<file path="src/rtl/truth_table_sequencer.sv">
// Truth-table demonstrator for F = WX | X~Y | W~Y: steps {W,X,Y} through 0..7
// on a prescaled tick or on button presses and drives an active-low 7-seg digit.

// One button chain: 2-flop synchronizer, stability counter, rising-edge event.
module tts_button #(
   parameter int DEB_CYCLES = 120000
) (
   input  logic clk,
   input  logic rst,
   input  logic raw,
   output logic press
);
   localparam int CW = (DEB_CYCLES > 1) ? $clog2(DEB_CYCLES) : 1;

   logic [1:0]    sync;
   logic          level;
   logic          level_d;
   logic [CW-1:0] cnt;

   always_ff @(posedge clk or posedge rst) begin
      if (rst) begin
         sync    <= '0;
         level   <= 1'b0;
         level_d <= 1'b0;
         cnt     <= '0;
      end else begin
         sync    <= {sync[0], raw};
         level_d <= level;
         // any cycle that agrees with the accepted level restarts the count
         if (sync[1] == level) begin
            cnt <= '0;
         end else if (cnt == CW'(DEB_CYCLES - 1)) begin
            level <= sync[1];
            cnt   <= '0;
         end else begin
            cnt <= cnt + 1'b1;
         end
      end
   end

   assign press = level & ~level_d;
endmodule

module truth_table_sequencer #(
   parameter int TICK_DIV   = 12000000,
   parameter int DEB_CYCLES = 120000
) (
   input  logic clk,
   input  logic rst,
   input  logic btn_run,
   input  logic btn_step,
   input  logic mode,
   output logic W,
   output logic X,
   output logic Y,
   output logic F,
   output logic running,
   output logic sweep_done,
   output logic a,
   output logic b,
   output logic c,
   output logic d,
   output logic e,
   output logic f,
   output logic g
);
   localparam int NUM_BTN = 2;
   localparam int PW      = $clog2(TICK_DIV);

   typedef enum logic {PAUSED = 1'b0, RUNNING = 1'b1} state_t;

   state_t               state;
   state_t               state_nx;
   logic [NUM_BTN-1:0]   btn_raw;
   logic [NUM_BTN-1:0]   btn_ev;
   logic                 run_ev;
   logic                 step_ev;
   logic [PW-1:0]        pre;
   logic                 tick;
   logic                 pre_clr;
   logic                 pre_en;
   logic                 advance;
   logic [2:0]           idx;
   logic                 sweep_q;
   logic                 f_q;
   logic [6:0]           seg_q;

   function automatic logic f_of(input logic [2:0] i);
      return (i[2] & i[1]) | (i[1] & ~i[0]) | (i[2] & ~i[0]);
   endfunction

   // {a,b,c,d,e,f,g}, 0 = lit
   function automatic logic [6:0] seg_of(input logic [2:0] v);
      logic [6:0] s;
      case (v)
         3'd0:    s = 7'b0000001;
         3'd1:    s = 7'b1001111;
         3'd2:    s = 7'b0010010;
         3'd3:    s = 7'b0000110;
         3'd4:    s = 7'b1001100;
         3'd5:    s = 7'b0100100;
         3'd6:    s = 7'b0100000;
         default: s = 7'b0001111;
      endcase
      return s;
   endfunction

   assign btn_raw = {btn_step, btn_run};

   genvar i;
   generate
      for (i = 0; i < NUM_BTN; i++) begin : g_btn
         tts_button #(.DEB_CYCLES(DEB_CYCLES)) u_btn (
            .clk   (clk),
            .rst   (rst),
            .raw   (btn_raw[i]),
            .press (btn_ev[i])
         );
      end
   endgenerate

   assign run_ev  = btn_ev[0];
   assign step_ev = btn_ev[1];
   assign tick    = (pre == PW'(TICK_DIV - 1));

   always_ff @(posedge clk or posedge rst) begin
      if (rst) state <= PAUSED;
      else     state <= state_nx;
   end

   always_comb begin
      state_nx = state;
      if (run_ev) state_nx = (state == PAUSED) ? RUNNING : PAUSED;
   end

   // a run event always wins; a step while running is dropped
   always_comb begin
      pre_clr = 1'b0;
      pre_en  = 1'b0;
      advance = 1'b0;
      case (state)
         PAUSED: begin
            if (run_ev)       pre_clr = 1'b1;
            else if (step_ev) advance = 1'b1;
         end
         default: begin
            if (!run_ev) begin
               pre_en  = 1'b1;
               advance = tick;
            end
         end
      endcase
   end

   always_ff @(posedge clk or posedge rst) begin
      if (rst) begin
         pre     <= '0;
         idx     <= 3'd0;
         sweep_q <= 1'b0;
      end else begin
         if (pre_clr)     pre <= '0;
         else if (pre_en) pre <= tick ? '0 : pre + 1'b1;
         if (advance) idx <= idx + 3'd1;
         sweep_q <= advance && (idx == 3'd7);
      end
   end

   // display stage trails the index by one register
   always_ff @(posedge clk or posedge rst) begin
      if (rst) begin
         f_q   <= 1'b0;
         seg_q <= 7'b0000001;
      end else begin
         f_q   <= f_of(idx);
         seg_q <= seg_of(mode ? idx : {2'b00, f_of(idx)});
      end
   end

   assign {W, X, Y}             = idx;
   assign F                     = f_q;
   assign running               = (state == RUNNING);
   assign sweep_done            = sweep_q;
   assign {a, b, c, d, e, f, g} = seg_q;
endmodule
</file>
<file path="config.mk">
export PLATFORM = sky130hd
export DESIGN_NAME = truth_table_sequencer
export DESIGN_NICKNAME = d
export VERILOG_FILES = /design/src/rtl/truth_table_sequencer.sv
export SDC_FILE = /design/constraint.sdc
export NUM_CORES = 1
export LEC_CHECK = 0
export CAP_MARGIN = 20
export CELL_PAD_IN_SITES_DETAIL_PLACEMENT = 0
export CELL_PAD_IN_SITES_GLOBAL_PLACEMENT = 1
export CORE_AREA = 2 2 83 117
export CTS_CLUSTER_SIZE = 10
export DETAILED_ROUTE_END_ITERATION = 6
export DIE_AREA = 0 0 85 119
export PLACE_DENSITY_LB_ADDON = 0.08
export SETUP_SLACK_MARGIN = 0.3
export SYNTH_ARGS = -nofsm -noshare
export SYNTH_HDL_FRONTEND = slang
export SYNTH_HIERARCHICAL = 1
export SYNTH_SLANG_ARGS = --single-unit
</file>
<file path="constraint.sdc">
create_clock -name clk -period 3.5 [get_ports clk]
set_clock_uncertainty 0.15 [all_clocks]
set_input_delay 0.875 -clock clk [delete_from_list [all_inputs] [get_ports clk]]
set_output_delay 0.875 -clock clk [all_outputs]
set_load 0.01 [all_outputs]
</file>
==> results.sh <==
export IMPL_synth_ff_type="dfrtp_1"
export IMPL_intPower_mw=1.51
export IMPL_hpwl_mm=5.57
export IMPL_arrival_ns=1.56
export IMPL_nets=441
export IMPL_p_sw_share_pct=21.8
export IMPL_avgSynthCellArea_um2=9.69
export IMPL_slew_violations=0
export IMPL_wl_per_cell_um=14.8
export IMPL_p_leak_nw=1.87
export IMPL_worst_slack_ns=0.919
export IMPL_maxSlewHeadroom_pct=48.5
export IMPL_mostFrequentLayoutCells="dfrtp_1 (78), nor2_1 (59), nand2_1 (37), nand3_1 (32), xnor2_1 (25)"
export IMPL_final_common_cell="dfrtp_1"
export IMPL_min_period_ns=2.58
export IMPL_vias=2935
export IMPL_crit_fanout=13
export IMPL_numCtsBuffers=9
export IMPL_grt_setup_unrepaired="no"
export IMPL_io_buffer_count=17
export IMPL_detail_route_iter0_violations=153
export IMPL_grt_pass1_wl_mm=14.3
export IMPL_setup_viol=0
export IMPL_required_ns=2.47
export IMPL_maxCapViolations=0
export IMPL_antenna_found_initial=0
export IMPL_die_height_um=119
export IMPL_synthCells=410
export IMPL_dieArea_mm2=0.0101
export IMPL_ys_ff_latch=79
export IMPL_end_kind="output pin"
export IMPL_vdd_drop_max_mv=0.373
export IMPL_antenna_left=0
export IMPL_finalCritPeriodShare_pct=73.8
export IMPL_cts_htree_levels=3
export IMPL_post_cts_buffers=0
export IMPL_core_area_mm2=0.00920
export IMPL_placed_cell_area_mm2=0.00424
export IMPL_grt_use_total_pct=17.6
export IMPL_min_path_type="reg2reg"
export IMPL_clk_pin_slew_worst_paths_ns=0.06
export IMPL_drtPass1Iterations=4
export IMPL_insertedDiodeCount=0
export IMPL_hold_buffers=0
export IMPL_synth_edf_count=0
export IMPL_drt_total_wl_mm=8.03
export IMPL_grt_pass1_vias=3001
export IMPL_area_growth_pct=14.7
export IMPL_max_stage_delay_ns=0.62
export IMPL_rows=42
export IMPL_worst_pin_slew_ns=0.772
export IMPL_viasPerCell=5.40
export IMPL_crit_family="buffers and inverters"
export IMPL_drive_gt1_share_pct=8.53
export IMPL_p_per_area_mw_per_mm2=423
export IMPL_clk_latency_ns=0.34
export IMPL_cts_resized=0
export IMPL_status="complete, no violations"
export IMPL_synth_nets=422
export IMPL_initial_core_util_pct=43.2
export IMPL_fin_cells=544
export IMPL_grt_overflow=0
export IMPL_final_cell_area_mm2=0.00455
export IMPL_worstPathBufferInverterCount=1
export IMPL_placedCellCount=528
export IMPL_clock_power_share_pct=49.6
export IMPL_netlist_area_mm2=0.00397
export IMPL_combPwrFrac_pct=2.3
export IMPL_crit_type="reg2out"
export IMPL_place_ws_ns=0.979
export IMPL_fmax_mhz=387
export IMPL_boundaryPins=18
export IMPL_ctsRootBufferMaster="clkbuf_16"
export IMPL_clock_path_buffers=2
export IMPL_fp_dieW_um=85
export IMPL_fin_tns_setup_ns=0
export IMPL_p_total_mw=1.93
export IMPL_grt_max_degree=38
export IMPL_r2r_slack_ns=0.99
export IMPL_hold_viol_final=0
export IMPL_path_cells="clkdlybuf4s50_1"
export IMPL_async_reset_ff_share_pct=100
export IMPL_ys_types=53
export IMPL_drc=0
export IMPL_clock_sinks=79
export IMPL_seq_area_frac_synth_pct=49.8
export IMPL_place_congestion=0.772
export IMPL_seqPwrFrac_pct=48.1
export IMPL_p_switching_mw=0.421
export IMPL_critPathSlowestCell="clkdlybuf4s50_1"
export IMPL_cp_start_kind="register"
export IMPL_yosysWarnings=6
export IMPL_cts_tree="built"
final timing paths:
| check | startpoint | endpoint | cells past startpoint |
|---|---|---|---|
| max | idx[1]$_DFFE_PP0P_ | X | 1 |
| min | g_btn[1].u_btn/sync[0]$_DFF_PP0_ | g_btn[1].u_btn/sync[1]$_DFF_PP0_ | 0 |
| max reg2reg | g_btn[0].u_btn/level$_DFFE_PP0P_ | pre[19]$_DFFE_PP0P_ | 5 |
| min reg2reg | g_btn[1].u_btn/sync[0]$_DFF_PP0_ | g_btn[1].u_btn/sync[1]$_DFF_PP0_ | 0 |
| max in group asynchronous | rst | g_btn[0].u_btn/cnt[11]$_DFF_PP0_ | 2 |
| min in group asynchronous | rst | running$_DFFE_PP0P_ | 3 |
state kept, by name (all words and copies together), names as in the netlist:
| signal | count |
|---|---|
| F | 1 |
| g_btn.u_btn/cnt | 34 |
| g_btn.u_btn/level | 2 |
| g_btn.u_btn/level_d | 2 |
| g_btn.u_btn/sync | 4 |
| idx | 3 |
| pre | 24 |
| running | 1 |
| seg_q | 7 |
| sweep_done | 1 |
per-stage QoR:
stage | util [%] | hold slack [ns]
floorplan | - | 0.181
global placement | 46.1 | 0.185
detailed placement | 46.1 | 0.185
CTS | 49.5 | 0.198
global route | 49.5 | 0.212
finish | 49.5 | 0.196
logic make-up after synthesis:
group | synth area share, %
fa+ha+maj | 2.21
buf+inv | 3.06
mux | 1.70
simple gates | 26.1
flops | 49.8
compound gates | 8.79
xor+xnor | 8.38
layer usage:
metal | track usage, % | vias up | routed length [um]
li1 | - | 1480 | -
met1 | 21.6 | 1411 | 3600
met2 | 29.4 | 31 | 4020
met3 | 2.63 | 13 | 170
met4 | 9.62 | 0 | 235
met5 | 0 | - | 0
synth_stat cells (3+ instances only):
| cell | number | area, um^2 |
|---|---|---|
| o211ai_1 | 3 | 22.5 |
| or3_1 | 4 | 25.0 |
| xnor2_1 | 25 | 219 |
| a21oi_1 | 12 | 60.1 |
| inv_1 | 19 | 71.3 |
| xor2_1 | 13 | 114 |
| and3_1 | 5 | 31.3 |
| dfrtp_1 | 78 | 1950 |
| ha_1 | 7 | 87.6 |
| o21ai_0 | 7 | 35.0 |
| nor3_1 | 13 | 65.1 |
| nand2_1 | 37 | 139 |
| a21o_1 | 6 | 45.0 |
| nand4_1 | 15 | 93.8 |
| o22ai_1 | 5 | 31.3 |
| mux2i_1 | 3 | 30.0 |
| nand3_1 | 32 | 160 |
| clkbuf_1 | 5 | 18.8 |
| nor4_1 | 10 | 62.6 |
| nor2_1 | 59 | 221 |
| buf_2 | 4 | 20.0 |
power by group through the flow:
stage	Clock, mW	Sequential [mW]	Combinational, mW
CTS	0.985	0.927	0.0464
global placement	0	0.944	0.0462
floorplan	0	0.942	0.0308
detailed placement	0	0.944	0.0461
global route	1.02	0.927	0.0533
finish	0.956	0.927	0.0438
layout make-up:
class | count | area (um^2)
Clock buffer | 10 | 239
Clock inverter | 6 | 70.1
Fill cell | 881 | 4640
Inverter | 19 | 71.3
Multi-Input combinational cell | 301 | 1870
Sequential cell | 79 | 1980
Tap cell | 110 | 138
Timing Repair Buffer | 19 | 185
No activity file was read; power rests on OpenSTA's default activity.
